[config.mk]
export PLATFORM = sky130hd
export DESIGN_NAME = sr_bank_arbiter
export DESIGN_NICKNAME = d
export VERILOG_FILES = /design/src/rtl/sr_bank_pkg.sv /design/src/rtl/sr_pattern_gen.sv /design/src/rtl/sr_bank_arbiter.sv
export SDC_FILE = /design/constraint.sdc
export NUM_CORES = 1
export LEC_CHECK = 0
export CORE_MARGIN = 1.5
export CORE_UTILIZATION = 44
export CTS_CLUSTER_DIAMETER = 80
export CTS_CLUSTER_SIZE = 20
export DETAILED_ROUTE_END_ITERATION = 8
export PLACE_DENSITY = 0.78
export SLEW_MARGIN = 10
export SYNTH_ARGS = -nofsm -noshare
export SYNTH_HDL_FRONTEND = slang
export SYNTH_SLANG_ARGS = --single-unit
[constraint.sdc]
create_clock -name clk -period 4 [get_ports clk]
set_clock_uncertainty 0.2 [all_clocks]
set_input_delay 1.2 -clock clk [delete_from_list [all_inputs] [get_ports clk]]
set_output_delay 1.2 -clock clk [all_outputs]
set_load 0.03 [all_outputs]
[src/rtl/sr_bank_pkg.sv]
// rtl/sr_bank_pkg.sv - shared op and state encodings for the SR bank arbiter
package sr_bank_pkg;

    typedef enum logic [1:0] {
        OP_NOP   = 2'b00,
        OP_SET   = 2'b01,
        OP_CLR   = 2'b10,
        OP_WRITE = 2'b11
    } op_e;

    localparam logic [2:0] ST_IDLE  = 3'd0;
    localparam logic [2:0] ST_DRIVE = 3'd1;
    localparam logic [2:0] ST_HOLD  = 3'd2;
    localparam logic [2:0] ST_CHECK = 3'd3;
    localparam logic [2:0] ST_DONE  = 3'd4;

endpackage

[src/rtl/sr_pattern_gen.sv]
// rtl/sr_pattern_gen.sv - op/mask/data to active-low S/R pulse vectors and readback target
module sr_pattern_gen
    import sr_bank_pkg::*;
#(
    parameter int W = 8
) (
    input  logic [1:0]   op_i,
    input  logic [W-1:0] mask_i,
    input  logic [W-1:0] data_i,
    output logic [W-1:0] s_n_o,
    output logic [W-1:0] r_n_o,
    output logic [W-1:0] target_o
);

    logic [W-1:0] set_bits;
    logic [W-1:0] clr_bits;

    always_comb begin
        set_bits = '0;
        clr_bits = '0;
        target_o = data_i;
        case (op_i)
            OP_SET: begin
                set_bits = mask_i;
                target_o = '1;
            end
            OP_CLR: begin
                clr_bits = mask_i;
                target_o = '0;
            end
            OP_WRITE: begin
                set_bits = mask_i & data_i;
                clr_bits = mask_i & ~data_i;
            end
            default: ;
        endcase
    end

    // Set wins structurally, so no bit can ever present S_n=R_n=0 to the bank.
    assign s_n_o = ~set_bits;
    assign r_n_o = ~(clr_bits & ~set_bits);

endmodule

[src/rtl/sr_bank_arbiter.sv]
// rtl/sr_bank_arbiter.sv - round-robin arbiter driving a master-slave SR bank with readback retry
module sr_bank_arbiter
    import sr_bank_pkg::*;
#(
    parameter int W         = 8,
    parameter int MAX_RETRY = 2
) (
    input  logic         clk,
    input  logic         rst_n,
    input  logic [1:0]   req,
    input  logic [1:0]   op0,
    input  logic [W-1:0] mask0,
    input  logic [W-1:0] data0,
    input  logic [1:0]   op1,
    input  logic [W-1:0] mask1,
    input  logic [W-1:0] data1,
    output logic [1:0]   ack,
    output logic         err,
    output logic         busy,
    output logic [W-1:0] s_n,
    output logic [W-1:0] r_n,
    input  logic [W-1:0] q
);

    localparam int RW = (MAX_RETRY < 1) ? 1 : $clog2(MAX_RETRY + 1);

    logic [2:0]    state_q, state_d;
    logic          gnt_q, gnt_d;
    logic          last_q, last_d;
    logic [1:0]    op_q, op_d;
    logic [W-1:0]  mask_q, mask_d;
    logic [W-1:0]  data_q, data_d;
    logic [RW-1:0] retry_q, retry_d;
    logic [W-1:0]  s_n_q, s_n_d;
    logic [W-1:0]  r_n_q, r_n_d;
    logic [1:0]    ack_q, ack_d;
    logic          err_q, err_d;
    logic          busy_q, busy_d;

    logic          take;
    logic          cmd_nop;
    logic          match;
    logic [W-1:0]  pat_s_n;
    logic [W-1:0]  pat_r_n;
    logic [W-1:0]  pat_target;

    // Driven from the next-state command so the pattern reaches the pins on the grant edge.
    sr_pattern_gen #(.W(W)) u_pattern (
        .op_i     (op_d),
        .mask_i   (mask_d),
        .data_i   (data_d),
        .s_n_o    (pat_s_n),
        .r_n_o    (pat_r_n),
        .target_o (pat_target)
    );

    assign cmd_nop = (op_q == OP_NOP) || (mask_q == '0);
    assign match   = ((q ^ pat_target) & mask_q) == '0;

    always_comb begin
        state_d = state_q;
        gnt_d   = gnt_q;
        last_d  = last_q;
        op_d    = op_q;
        mask_d  = mask_q;
        data_d  = data_q;
        retry_d = retry_q;
        err_d   = 1'b0;
        take    = 1'b0;
        case (state_q)
            ST_IDLE: begin
                if (req != 2'b00) begin
                    take    = 1'b1;
                    gnt_d   = (req == 2'b11) ? ~last_q : req[1];
                    state_d = ST_DRIVE;
                end
            end
            ST_DRIVE: state_d = cmd_nop ? ST_DONE : ST_HOLD;
            ST_HOLD:  state_d = ST_CHECK;
            ST_CHECK: begin
                if (match) begin
                    state_d = ST_DONE;
                end else if (retry_q < RW'(MAX_RETRY)) begin
                    retry_d = retry_q + RW'(1);
                    state_d = ST_DRIVE;
                end else begin
                    err_d   = 1'b1;
                    state_d = ST_DONE;
                end
            end
            ST_DONE: begin
                last_d  = gnt_q;
                retry_d = '0;
                // The served requester still holds req this cycle, so only the other one may chain in.
                if (req[~gnt_q]) begin
                    take    = 1'b1;
                    gnt_d   = ~gnt_q;
                    state_d = ST_DRIVE;
                end else begin
                    state_d = ST_IDLE;
                end
            end
            default: state_d = ST_IDLE;
        endcase

        if (take) begin
            op_d    = gnt_d ? op1   : op0;
            mask_d  = gnt_d ? mask1 : mask0;
            data_d  = gnt_d ? data1 : data0;
            retry_d = '0;
        end
    end

    always_comb begin
        s_n_d  = '1;
        r_n_d  = '1;
        if (state_d == ST_DRIVE || state_d == ST_HOLD) begin
            s_n_d = pat_s_n;
            r_n_d = pat_r_n;
        end
        ack_d  = (state_d == ST_DONE) ? (gnt_q ? 2'b10 : 2'b01) : 2'b00;
        busy_d = (state_d != ST_IDLE);
    end

    always_ff @(posedge clk or negedge rst_n) begin
        if (!rst_n) begin
            state_q <= ST_IDLE;
            gnt_q   <= 1'b0;
            last_q  <= 1'b1;
            op_q    <= 2'b00;
            mask_q  <= '0;
            data_q  <= '0;
            retry_q <= '0;
            s_n_q   <= '1;
            r_n_q   <= '1;
            ack_q   <= 2'b00;
            err_q   <= 1'b0;
            busy_q  <= 1'b0;
        end else begin
            state_q <= state_d;
            gnt_q   <= gnt_d;
            last_q  <= last_d;
            op_q    <= op_d;
            mask_q  <= mask_d;
            data_q  <= data_d;
            retry_q <= retry_d;
            s_n_q   <= s_n_d;
            r_n_q   <= r_n_d;
            ack_q   <= ack_d;
            err_q   <= err_d;
            busy_q  <= busy_d;
        end
    end

    assign s_n  = s_n_q;
    assign r_n  = r_n_q;
    assign ack  = ack_q;
    assign err  = err_q;
    assign busy = busy_q;

endmodule

# After elaboration in Yosys (flattened, before gate mapping)

Cells that the tools add are included.

Latch bits: 0
Logic and storage cells: 83
Bits in registers: 45
Memory bits (writable): 0
Output and inout bits: 20
Input port bits: 48
Bits in read-only memories: 0
Memories: 0

Reductions and logical operators: 10
Mux-type cells: 35
Div/mod/pow operators: 0
$lt $le $gt $ge: 2
Bitwise operators: 10
Multiply operators: 0
$add $sub $neg: 1
Eq/ne operators: 13
Shifts and indexed selects: 0

Operator list:

| cell                                          | number |
|---|---|
| 2-to-1 mux 8 bit                              | 6 |
| one-hot mux 8 bit (2 select lines)            | 3 |
| bitwise AND 8 bit                             | 4 |
| inverter 8 bit                                | 3 |
| logical NOT 8 bit                             | 2 |
| one-hot mux 3 bit (5 select lines)            | 1 |
| 2-to-1 mux 2 bit                              | 7 |
| 2-to-1 mux 3 bit                              | 4 |
| 2-to-1 mux 1 bit                              | 11 |
| == test 3 x 2 -> 1 bit, second input constant | 3 |
| bitwise XOR 8 bit                             | 1 |
| == test 2 bit, second input constant          | 3 |
| == test 3 x 1 -> 1 bit, second input constant | 2 |
| == test 3 bit, second input constant          | 2 |
| inequality test 3 bit, second input constant  | 2 |
| nonzero test 3 bit                            | 2 |
| one-hot mux 1 bit (2 select lines)            | 2 |
| one-hot mux 2 bit (2 select lines)            | 1 |
| logical NOT 3 bit                             | 1 |
| AND reduction 3 bit                           | 1 |
| adder 2 x 1 -> 2 bit, second input constant   | 1 |
| == test 2 x 1 -> 1 bit, second input constant | 1 |
| logical NOT 2 bit                             | 1 |
| logical OR 1 bit                              | 2 |
| 4 further kinds                               | 5 |

# Logic depth before layout (Yosys ltp)

Depth after elaboration: 17
Mapped depth: 19

# Cells and area by module

A second synthesis with hierarchy kept.

Cells, all modules: 225
Area, all modules: 2466.1 sq um

By module, submodules not included:

| module          | cells an instance | area an instance (sq um) | times used |
|---|---|---|---|
| sr_bank_arbiter | 174               | 2112.0                   | 1 |
| sr_pattern_gen  | 51                | 354.1                    | 1 |

# Worst setup path before layout

OpenSTA, ideal clock, no wires.

Kind: input -> register
Start point: input req[0]
End point: register ack_q[0], in the netlist ack[0]
Cell stages on the path: 17
Path slack: -792 ps
Required time: 3689 ps
Library setup time: 111 ps
Arrival: 4480 ps
Cells stage by stage: or3b_4 -> a22oi_4 -> nor2_4 -> buf_1 -> mux2i_1 -> a21oi_1 -> inv_1 -> ha_1 -> clkbuf_1 -> nor2_1 -> nor2_1 -> o21ai_0 -> mux2i_1 -> a2111oi_0 -> nand4_2 -> and2_4 -> a2111oi_2

Word-level cells in the longest chain between the ends: 15
Elaborated cells on any way between the ends: 27
Those cells by class: eq/ne: 4; mux: 19; bitwise: 2; reduce/logical: 2

Ends and longest elaborated chain:

| element                                           | line                                         | text |
|---|---|---|
| start: declaration                                | sr_bank_arbiter.sv:10                        | `input logic [1:0] req,` |
| == test 2 bit or 2-to-1 mux 1 bit (tied branches) | sr_bank_arbiter.sv:74, sr_bank_arbiter.sv:95 |  |
| 2-to-1 mux 1 bit, on equally long branches        | sr_bank_arbiter.sv:74, sr_bank_arbiter.sv:95 |  |
| 2-to-1 mux 1 bit, on equally long branches        | sr_bank_arbiter.sv:72, sr_bank_arbiter.sv:95 |  |
| one-hot mux 1 bit (2 select lines) *              | sr_bank_arbiter.sv:70                        | `case (state_q)` |
| via gnt_d                                         | sr_bank_arbiter.sv:28                        | `logic gnt_q, gnt_d;` |
| 2-to-1 mux 2 bit *                                | sr_bank_arbiter.sv:107                       | `op_d = gnt_d ? op1 : op0;` |
| 2-to-1 mux 2 bit *                                | sr_bank_arbiter.sv:106                       | `if (take) begin` |
| via op_d[1]                                       | sr_bank_arbiter.sv:30                        | `logic [1:0] op_q, op_d;` |
| (+2 left out)                                     | -                                            |  |
| bitwise XOR 8 bit *                               | sr_bank_arbiter.sv:58                        | `assign match = ((q ^ pat_target) & mask_q) == '0;` |
| bitwise AND 8 bit *                               | sr_bank_arbiter.sv:58                        |  |
| logical NOT 8 bit *                               | sr_bank_arbiter.sv:58                        |  |
| 2-to-1 mux 3 bit *                                | sr_bank_arbiter.sv:81                        | `if (match) begin` |
| one-hot mux 3 bit (5 select lines) *              | sr_bank_arbiter.sv:70                        |  |
| == test 3 bit *                                   | sr_bank_arbiter.sv:121                       | `ack_d = (state_d == ST_DONE) ? (gnt_q ? 2'b10 : 2'b01) : 2'b00;` |
| 2-to-1 mux 2 bit *                                | sr_bank_arbiter.sv:121                       |  |
| via ack_d[0]                                      | sr_bank_arbiter.sv:36                        | `logic [1:0] ack_q, ack_d;` |
| end signal: assignment                            | sr_bank_arbiter.sv:149                       | `ack_q <= ack_d;` |
| end: declaration                                  | sr_bank_arbiter.sv:36                        |  |

Mark *: on every way through the listed nets, which the timed path passes. The rest lies on a longest branch. The select of a mux whose other input is x is not followed.
A chain may end at the register's enable or synchronous reset.

# Worst setup path in the final report

Start point: input req[0]
End point: register retry_q[0]

Elaborated cells on any way between the ends: 26
Those cells by class: eq/ne: 5; mux: 15; bitwise: 2; reduce/logical: 4

RTL lines:

| element                                           | line                                         | text |
|---|---|---|
| == test 2 bit or 2-to-1 mux 1 bit (tied branches) | sr_bank_arbiter.sv:74, sr_bank_arbiter.sv:95 |  |
| 2-to-1 mux 1 bit, on equally long branches        | sr_bank_arbiter.sv:74, sr_bank_arbiter.sv:95 |  |
| 2-to-1 mux 1 bit, on equally long branches        | sr_bank_arbiter.sv:72, sr_bank_arbiter.sv:95 |  |
| one-hot mux 1 bit (2 select lines)                | sr_bank_arbiter.sv:70                        |  |
| 2-to-1 mux 8 bit                                  | sr_bank_arbiter.sv:109                       | `data_d = gnt_d ? data1 : data0;` |
| 2-to-1 mux 8 bit *                                | sr_bank_arbiter.sv:106                       |  |
| via data_d[0]                                     | sr_bank_arbiter.sv:32                        | `logic [W-1:0] data_q, data_d;` |
| one-hot mux 8 bit (2 select lines) *              | sr_pattern_gen.sv:22                         | `case (op_i)` |
| bitwise XOR 8 bit *                               | sr_bank_arbiter.sv:58                        |  |
| bitwise AND 8 bit *                               | sr_bank_arbiter.sv:58                        |  |
| logical NOT 8 bit *                               | sr_bank_arbiter.sv:58                        |  |
| inequality test 3 bit (no source line) *          | -                                            |  |
| AND reduction 3 bit (no source line) *            | -                                            |  |
| end signal: assignment                            | sr_bank_arbiter.sv:146                       | `retry_q <= retry_d;` |
| end: declaration                                  | sr_bank_arbiter.sv:33                        | `logic [RW-1:0] retry_q, retry_d;` |

Marked as above.

==> impl_metrics.tcl <==
set metrics [dict create \
    clk_pin_slew_worst_paths_ns 0.09 \
    dp_worst_setup_slack_ns -0.947 \
    crit_path_end_kind "flip-flop" \
    routabilityCongestion 0.931 \
    grt_start_max_net_pins 46 \
    crit_buf_inv 5 \
    busiest_layer "met2" \
    critPathLaunchType "input port" \
    fin_hold_ws_ns 0.398 \
    fillers 454 \
    grt_pass1_vias 2605 \
    async_flop_share 1.00 \
    hpwl_um 5630 \
    violations "setup timing" \
    critPathKind "in -> reg" \
    layout-drive-gt1-share 0.276 \
    placedCellCount 433 \
    max_cap_viol_count 0 \
    hp-class "reg -> reg" \
    avgSynthCellArea_um2 9.56 \
    synth_cell_types 59 \
    crit_path_max_fanout 9 \
    wirelength_um 7590 \
    grt_antenna_before_repair 0 \
    crit_chain "buf_6 > or3b_4 > a22oi_4 > nor2_4 > buf_4 > buf_4 > buf_4 > mux2_4 > mux2_4 > a221oi_2 > nand4_2 > buf_6 > nand4_1 > mux2_4" \
    diodes 0 \
    grtUsageMet3 0.0480 \
    core_um2 5570 \
    firstDrtPassIters 4 \
    ir_drop_mv 0.654 \
    met1_usage 0.319 \
    power_density_nw_per_um2 1030 \
    fin_tns_setup_ns -0.818 \
    io_buffers 67 \
    fmaxAchievable_mhz 243 \
    cts_buffers 5 \
    tightest_slew_ns 0.985 \
    area_growth_syn_to_layout_pct 51.0 \
    finalMaxSlewViolations 0 \
    synth_seq_cells 45 \
    rsz0062_at_grt "yes" \
    synth_warnings 0 \
    whs_path_depth 1 \
    vias_per_cell 5.72 \
    grt.total_usage 0.257 \
    crit_slowest_cell "or3b_4" \
    outcome "finished with violations" \
    grt_pass1_wl_um 12600 \
    synth_flop_cell "dfrtp_1" \
    setup_ws_ns -0.113 \
    wl_per_cell_um 16.8 \
    fin_nets 430 \
    drt-initial-drc-count 115 \
    p_leak_nw 1.61 \
    fp.dieW_um 79.6 \
    grt_overflow_total 0 \
    drc 0 \
    crit_cells 14 \
    rows 27 \
    crit_family "multiplexers" \
    htreeDepth 2 \
    vias 2587 \
    stdcell_count 452 \
    ant_nets 0 \
    cts_sinks 45 \
    post-route-min-period_ns 4.11 \
    arrival_ns 4.10 \
    synth_edf_count 0 \
    cts_tree "yes" \
    die_area_um2 6330 \
    cts_root_buffer "clkbuf_8" \
    synth_area_um2 2580 \
    die_h_um 79.6 \
    hold_violations 0 \
    syn_nets 321 \
    ys_seq_area_frac 0.445 \
    io_pins 68 \
    cts_buffer_depth 2 \
    ff2ff_path_depth 13 \
    cp.required_ns 3.99 \
    slew_headroom 0.344 \
    clk_latency_ns 0.30 \
    syn_inst 270 \
    met2_usage 0.457 \
    setup_viol 22 \
    fin_crit_sh 1.03 \
    critPathMaxStageDelay_ns 0.38 \
    cts_hold_buf 0 \
    initial_core_util 0.463 \
]
[power breakdown]
part | switching, mW | leakage, nW | internal [mW]
Clock | 0.158 | 0.0554 | 0.188
Combinational | 1.44 | 1.04 | 1.34
Sequential | 0.173 | 0.518 | 0.711
[layer usage]
layer / vias to the layer above / part of all wire
met5: - / 0
met4: 0 / 0.018
met3: 16 / 0.042
met2: 81 / 0.51
met1: 1276 / 0.44
li1: 1214 / -
[Yosys cell counts (7+ instances only)]
master	instances	share of area
o21ai_0	18	0.035
nor2_1	18	0.026
nand4_1	10	0.024
a21oi_1	8	0.016
nand2b_1	7	0.017
nand3_1	16	0.031
dfrtp_1	28	0.27
mux2i_1	15	0.058
inv_1	8	0.012
clkbuf_1	8	0.012
nand2_1	30	0.044
dfstp_2	17	0.17
nor2b_1	9	0.022
[repair_timing]
action,CTS,global route
gates resized for setup,16,4
buffers inserted,8,3
pin swaps,15,6
endpoints found under the setup margin,23,23
[stage by stage]
| step | total power [mW] | utilization | instance area [µm²] |
|---|---|---|---|
| 6_report | 4.01 | 0.699 | 3890 |
| 5_1_grt | 4.26 | 0.699 | 3890 |
| 4_1_cts | 3.88 | 0.691 | 3850 |
| 3_5_place_dp | 3.27 | 0.650 | 3620 |
| 3_3_place_gp | 3.22 | 0.650 | 3620 |
| 2_1_floorplan | 2.39 | - | 2660 |
[final timing paths]
path	endpoint	slack [ns]	startpoint
setup / recovery	retry_q[0]	-0.11	req[0]
hold / removal	data_q[2]	0.40	data_q[2]
setup reg to reg	retry_q[0]	0.31	gnt_q
hold reg to reg	data_q[2]	0.40	data_q[2]
max in group asynchronous	data_q[3]	2.13	rst_n
min in group asynchronous	ack[0]	0.85	rst_n
[flip-flops by register name, indices dropped and copies added (netlist names)]
signal / count
state_q: 3
s_n: 8
data_q: 8
r_n: 8
last_q: 1
busy: 1
gnt_q: 1
err: 1
mask_q: 8
ack: 2
retry_q: 2
op_q: 2
[layout make-up]
class	count	area [µm²]	area share
multi-input combinational	204	1470	0.376
sequential	45	1150	0.295
timing repair buffer	115	1050	0.270
clock inverter	2	38.8	0.00996
inverter	8	30.0	0.00771
tap	72	90.1	0.0231
clock buffer	6	72.6	0.0186
[worst reg2reg max path, stage by stage, from the launching register on]
cell and delay, ns:
dfrtp_1 0.56, nand2b_1 0.26, o2111a_2 0.31, nor2_4 0.06, buf_4 0.13, buf_4 0.12, buf_4 0.19, mux2_4 0.33
mux2_4 0.28, a221oi_2 0.34, nand4_2 0.22, buf_6 0.17, nand4_1 0.10, mux2_4 0.31
[cell usage in the layout (no fill, tap or decap), types with 3 or more instances in the layout]
master	netlist	final
dfrtp_1	28	28
clkdlybuf4s50_1	0	64
dfstp_2	17	17
o21a_1	5	5
and2_1	5	5
o221ai_1	3	3
nand2b_1	7	7
o22ai_1	3	3
nor2_4	1	3
buf_4	0	44
inv_1	8	6
o211ai_1	5	5
nor2b_1	9	9
nand4_1	10	10
nand3_1	16	16
nor2_1	18	17
buf_6	1	4
mux2_4	2	3
mux2i_1	15	14
a21oi_1	8	6
clkbuf_8	0	5
nand2_1	30	30
o21ai_0	18	17
[cell families (layout without fill, tap and decap cells)]
| group | after synthesis | in the layout | share of synthesized area |
|---|---|---|---|
| AO/OA/AOI/OAI | 69 | 69 | 0.197 |
| adder cells (fa/ha/maj) | 3 | 3 | 0.0146 |
| buffers and inverters | 21 | 131 | 0.0349 |
| flip-flops | 45 | 45 | 0.445 |
| multiplexers | 19 | 19 | 0.0786 |
| AND/OR/NAND/NOR | 113 | 113 | 0.230 |
No activity file was read; power rests on OpenSTA's default activity.
